==> src/rtl/updown_counter.sv <==
// updown_counter -- parametrised up/down counter with terminal value,
// synchronous clear/load, wrap or saturate mode and boundary-event flags.
//
// Parameters:
//   WIDTH    counter width in bits (>= 2)
//   MAX      terminal value, count range 0..MAX (1 <= MAX <= 2**WIDTH-1)
//   SATURATE 0 = wrap at boundaries, 1 = hold at boundaries
//
// Ports:
//   clk        rising-edge clock
//   rst        asynchronous active-high reset
//   en         count enable, one step per edge
//   up         direction, 1 = increment, 0 = decrement
//   clear      synchronous clear of value, limit and ovf (highest priority)
//   load       synchronous load of min(load_value, MAX)
//   load_value value to load
//   value      registered count
//   limit      registered one-cycle pulse on a boundary event
//   ovf        sticky boundary-event flag
//
// Build option:
//   UPDOWN_COUNTER_OVF_EN  when defined, ovf is a sticky register set on any
//                          boundary event and cleared by rst or clear;
//                          otherwise ovf is tied to 0.

module updown_counter #(
  parameter int unsigned WIDTH    = 12,
  parameter int unsigned MAX      = (1 << WIDTH) - 1,
  parameter int unsigned SATURATE = 0
) (
  input  logic             clk,
  input  logic             rst,
  input  logic             en,
  input  logic             up,
  input  logic             clear,
  input  logic             load,
  input  logic [WIDTH-1:0] load_value,
  output logic [WIDTH-1:0] value,
  output logic             limit,
  output logic             ovf
);

  localparam logic [WIDTH-1:0] MAX_V = WIDTH'(MAX);

  logic [WIDTH-1:0] value_q;
  logic [WIDTH-1:0] value_d;
  logic             limit_q;
  logic             boundary;

  // Next-state: clear > load > en. A boundary event is only possible on an
  // enabled step, so it is never raised in a clear or load cycle.
  always_comb begin
    value_d  = value_q;
    boundary = 1'b0;
    if (clear) begin
      value_d = '0;
    end else if (load) begin
      value_d = (load_value > MAX_V) ? MAX_V : load_value;
    end else if (en) begin
      if (up) begin
        if (value_q == MAX_V) begin
          boundary = 1'b1;
          value_d  = (SATURATE != 0) ? MAX_V : '0;
        end else begin
          value_d = value_q + 1'b1;
        end
      end else begin
        if (value_q == '0) begin
          boundary = 1'b1;
          value_d  = (SATURATE != 0) ? '0 : MAX_V;
        end else begin
          value_d = value_q - 1'b1;
        end
      end
    end
  end

  always_ff @(posedge clk or posedge rst) begin
    if (rst) begin
      value_q <= '0;
      limit_q <= 1'b0;
    end else begin
      value_q <= value_d;
      limit_q <= boundary;
    end
  end

  assign value = value_q;
  assign limit = limit_q;

`ifdef UPDOWN_COUNTER_OVF_EN
  logic ovf_q;

  always_ff @(posedge clk or posedge rst) begin
    if (rst) begin
      ovf_q <= 1'b0;
    end else if (clear) begin
      ovf_q <= 1'b0;
    end else if (boundary) begin
      ovf_q <= 1'b1;
    end
  end

  assign ovf = ovf_q;
`else
  assign ovf = 1'b0;
`endif

endmodule
==> config.mk <==
export PLATFORM = sky130hd
export DESIGN_NAME = updown_counter
export DESIGN_NICKNAME = d
export VERILOG_FILES = /design/src/rtl/updown_counter.sv
export SDC_FILE = /design/constraint.sdc
export NUM_CORES = 1
export LEC_CHECK = 0
export CAP_MARGIN = 5
export CORE_ASPECT_RATIO = 1.2
export CORE_MARGIN = 2
export CORE_UTILIZATION = 30
export DETAILED_ROUTE_END_ITERATION = 8
export GPL_ROUTABILITY_DRIVEN = 0
export PLACE_DENSITY = 0.58
export SLEW_MARGIN = 0
export SYNTH_ARGS = -nofsm -noshare
export SYNTH_HDL_FRONTEND = slang
export SYNTH_SLANG_ARGS = --single-unit
==> constraint.sdc <==
create_clock -name clk -period 2.4 [get_ports clk]
set_input_delay 0.48 -clock clk [delete_from_list [all_inputs] [get_ports clk]]
set_output_delay 0.48 -clock clk [all_outputs]
set_load 0.005 [all_outputs]
# ---- Yosys cells after proc, flatten, opt, wreduce, memory -nomap -nowiden
# Index checks and enable logic that the tools add are counted.
dict set report totals {
  reg_bits 13
  in_bits 18
}
dict set report classes {
  addsub 2
  order_cmp 1
  n_eq_ne 1
  mux 13
  reduce_logical 2
}
# cell count
set ops {}
lappend ops {{12-bit 2-to-1 mux} 7}
lappend ops {{12-bit by 1-bit adder with 12-bit output (second input constant)} 1}
lappend ops {{12-bit equality test (second input constant)} 1}
lappend ops {{12-bit > comparator (second input constant)} 1}
lappend ops {{12-bit logical NOT} 1}
lappend ops {{12-bit by 1-bit subtractor with 12-bit output (second input constant)} 1}
lappend ops {{1-bit 2-to-1 mux} 6}
lappend ops {{3-bit nonzero test} 1}

# ---- Depth between registers and ports, before layout
dict set report logic_depth {
  ltp_word 6
  mapped_depth 9
}

# ---- Least setup slack after synthesis
# Ideal clock, no wire load.
dict set report synth_timing {
  kind {register -> register}
  start {register value_q[0] (netlist: value[0])}
  end {register value_q[2] (netlist: value[2])}
  t_arrival_ns 1.941
  t_required_ns 2.306
  slack_ns 0.365
  stages_incl_launch_ff 10
  n_path_buf 2
  period_less_slack_ns 2.035
  path_cell_list {dfrtp_1 -> clkbuf_1 -> inv_1 -> ha_1 -> nor2b_1 -> and4_1 -> buf_4 -> nor3_1 -> or4_1 -> a221oi_2}
}
dict set report synth_via {
  elab_chain_len 6
  word_cells_on_any_way 10
  cone_classes {add/sub (2); eq/ne (1); mux (6); reduce/logical (1)}
}
# element line_no
set synth_rtl {}
lappend synth_rtl {{start: declaration} 45} ;# logic [WIDTH-1:0] value_q;
lappend synth_rtl {{start signal: assignment} 83} ;# value_q <= value_d;
lappend synth_rtl {{12-bit by 1-bit subtractor with 12-bit output, or another cell as far along} 72} ;# value_d = value_q - 1'b1;
lappend synth_rtl {{12-bit 2-to-1 mux (on tied branches)} {68, 61}}
lappend synth_rtl {{12-bit 2-to-1 mux (*)} 60} ;# if (up) begin
lappend synth_rtl {{12-bit 2-to-1 mux (*)} 59} ;# end else if (en) begin
lappend synth_rtl {{12-bit 2-to-1 mux (*)} 57} ;# end else if (load) begin
lappend synth_rtl {{12-bit 2-to-1 mux (*)} 55} ;# if (clear) begin
# Mark *: on every way between the ends. The rest lies on a longest branch, timed or not. The select of a mux whose other input is x is not followed.
# A chain may end at the register's enable or synchronous reset.

# ---- Worst setup path after layout
# Same ends and word-level chain as after synthesis.

==> results by group <==
Timing
  – Final hold violation count: 0
  – Fin Setup TNS: 0 ps
  – RSZ-0062 raised after global routing: false
  – Final setup violation count: 0
  – Min Hold Slack: 575.8 ps
  – Final slew viol count: 0
  – Final Critical Period: 1990 ps
  – Worst-case clock skew: 2.357 ps
  – Final cycle utilization of the critical path: 82.91%
  – Slew margin rel.: 63.53%
  – Worst-Margin Slew: 546.5 ps
  – FMAX: 502.6 MHz

Global route
  – Vias in the first global route: 1471
  – GR Util All Layers: 17.76%
  – Initial antenna violation count: 0
  – Largest net degree at the start of global routing: 19
  – First-pass GRT wire length: 7.044 mm
  – Gr ovfl total: 0

Die
  – Die area: 0.004989 mm²
  – # rows: 26
  – Number of top-level pins: 32
  – Starting Density: 31.24%
  – Die width: 64.81 µm
  – Chip height: 76.98 µm
  – Core Area: 0.004262 mm²

Final layout
  – Ant. Diodes: 0
  – Non-Filler Instances: 271
  – Share of cells above drive strength 1: 12.56%
  – Layout area overhead: 36.37%
  – Filler cells: 440
  – Nets: 237

Pwr
  – Clock network power share: 27.5%
  – Maximum vdd drop: 0.1774 mV
  – Cell-internal power: 0.0004995 W
  – Leakage: 0.7154 nW
  – Power Density: 414.5 mW/mm²
  – Sequential power share: 33.4%
  – Sw Ratio: 33.63%
  – Gate power share: 39.2%
  – Psw: 0.0002531 W
  – Overall power: 0.0007526 W

Placed design
  – Placed instance count: 267
  – PortBufs: 30
  – Post-DP HPWL: 3.159 mm

Critical path
  – Setup CP Type: flop to flop
  – CP max stage delay: 500 ps
  – Cell at the slowest stage of the critical path: or4_1
  – Critical Path, Cell by Cell: inv_1 -> ha_1 -> nor2b_1 -> and4_1 -> nor3_1 -> or4_1 -> a221oi_2
  – Arrival time worst endpoint: 2150 ps
  – Max FO, Critical Path: 5
  – Startpoint type of the worst setup path: flop
  – Critical path endpoint category: flop
  – Worst path required time: 2560 ps

Synthesis
  – Most frequent cell after synthesis: nor2_1
  – Post-synthesis cell count: 178
  – Post-synth top area share: 24.44%
  – Mapped Nets: 199
  – Register bit total from synthesis: 13
  – Post-synth ARST share: 100.0%
  – Top FF cell, synth: dfrtp_1
  – Synth cell types: 48
  – Yosys warning total: 0
  – Synth top area cells: dfrtp_1 24%, a21oi_1 4.9%, nand3_1 4.5%
  – Top cells by count, synth: 14 x nor2_1, 13 x a21oi_1, 13 x dfrtp_1
  – Synth Cell Area: 0.001331 mm²
  – Largest area contributor in the netlist: dfrtp_1
  – Syn avg cell area: 7.479 µm²
  – Number of synthesized flops with an enable pin: 0
  – Sequential element share of the synthesized area: 24.44%

Routing
  – DRC viols: 0
  – Vias per cell: 5.435
  – WL final: 4.166 mm
  – Routed wire length per instance: 15.37 µm
  – Vias: 1473
  – First-pass detailed-route iteration total: 4
  – DR iter-0 viols: 111
  – Detail Route Antenna Nets: 0

Clocking
  – Worst-path clk slew: 60 ps
  – Clock Sink Count: 13
  – Postcts setup bufs: 0
  – Num CTS Buffers: 3
  – # hold bufs at CTS: 0
  – CTS tree: yes
  – CTS Buffer Depth: 2
  – # resized after CTS: 0
  – Htree depth: 1
  – Root buffer cell: clkbuf_8
  – Clock latency on the worst-skew pair: 250 ps

Outcome
  – Status: finished, final reports clean

Worst hold path
  – Hold WC Path Type: primary input to asynchronous set/reset pin

Run
  – Max-cap viol count: 0
[worst max-delay path: cells and delay by family, from the launching register on]
kind	cells	cell delay [ps]
AO/OA/AOI/OAI	1	220
flip-flops	1	370
AND/OR/NAND/NOR	4	1080
adder cells (fa/ha/maj)	1	150
buffers and inverters	1	80
[metal layers]
layer  vias to the layer above  GRT usage, %  share of wire (%)  wire [µm]
met3                        10         1.613                6.5        269
met4                         0         10.43                2.5        105
li1                        724             -                  -          -
met2                        54         27.63                 47       1977
met5                         -             0                  0          0
met1                       685         23.60                 44       1815
[power groups by stage]
| stage | sequential [W] | combinational, W | clock [W] |
|---|---|---|---|
| floorplan | 0.000255 | 0.000167 | 0 |
| CTS | 0.000251 | 0.000296 | 0.000213 |
| finish | 0.000251 | 0.000295 | 0.000207 |
| global placement | 0.000255 | 0.000294 | 0 |
| global route | 0.000254 | 0.000326 | 0.000214 |
| detailed placement | 0.000255 | 0.000294 | 0 |
[cell families after synthesis]
group | after synthesis | synth area share [%]
and+or+nand+nor | 80 | 34.31
AOI/OAI and AO/OA | 49 | 25.47
buffers and inverters | 26 | 8.646
DFF | 13 | 24.44
xor gates and xnor gates | 5 | 3.290
adders and majority gates | 3 | 2.820
other | 1 | 0.2817
muxes | 1 | 0.7519
[worst paths after layout]
kind | slack, ps | depth (start not counted) | to | start
setup / recovery | 410 | 7 | value[2]$_DFFE_PP0P_ | value[0]$_DFFE_PP0P_
hold / removal | 580 | 2 | value[9]$_DFFE_PP0P_ | rst
setup reg to reg | 410 | 7 | value[2]$_DFFE_PP0P_ | value[0]$_DFFE_PP0P_
hold reg to reg | 770 | 3 | value[9]$_DFFE_PP0P_ | value[9]$_DFFE_PP0P_
max in group asynchronous | 1470 | 2 | value[6]$_DFFE_PP0P_ | rst
min in group clk | 770 | 3 | value[9]$_DFFE_PP0P_ | value[9]$_DFFE_PP0P_
[layout by cell type (no fill, tap or decap), drive strengths merged, types with 4 or more instances in the layout]
master          n
a211o           4
a21oi          13
a221oi          4
and2            4
buf            20
clkbuf          4
clkdlybuf4s50  30
dfrtp          13
inv             9
nand2          12
nand3          12
nor2           14
nor2b           8
nor3            8
o21ai          10
[cell type report]
type	count	area, µm²	area share, %
Tap cell	56	70.07	3.859
Clock buffer	4	45.04	2.481
Sequential cell	13	325.3	17.92
Timing Repair Buffer	50	450.4	24.81
Inverter	9	33.78	1.861
Multi-Input combinational cell	139	890.9	49.07
[registers in the layout, summed over array words and instances (netlist names)]
signal,flops
value,12
limit,1
[stage by stage]
stage          cell area (µm²)  worst slack, ps  util (%)
4_1_cts                   1815            413.6     42.60
3_5_place_dp              1770            176.6     41.54
6_report                  1815            410.2     42.60
2_1_floorplan             1331            365.2         -
3_3_place_gp              1770            214.6     41.54
5_1_grt                   1815            229.8     42.60
No activity file was read; power rests on OpenSTA's default activity.
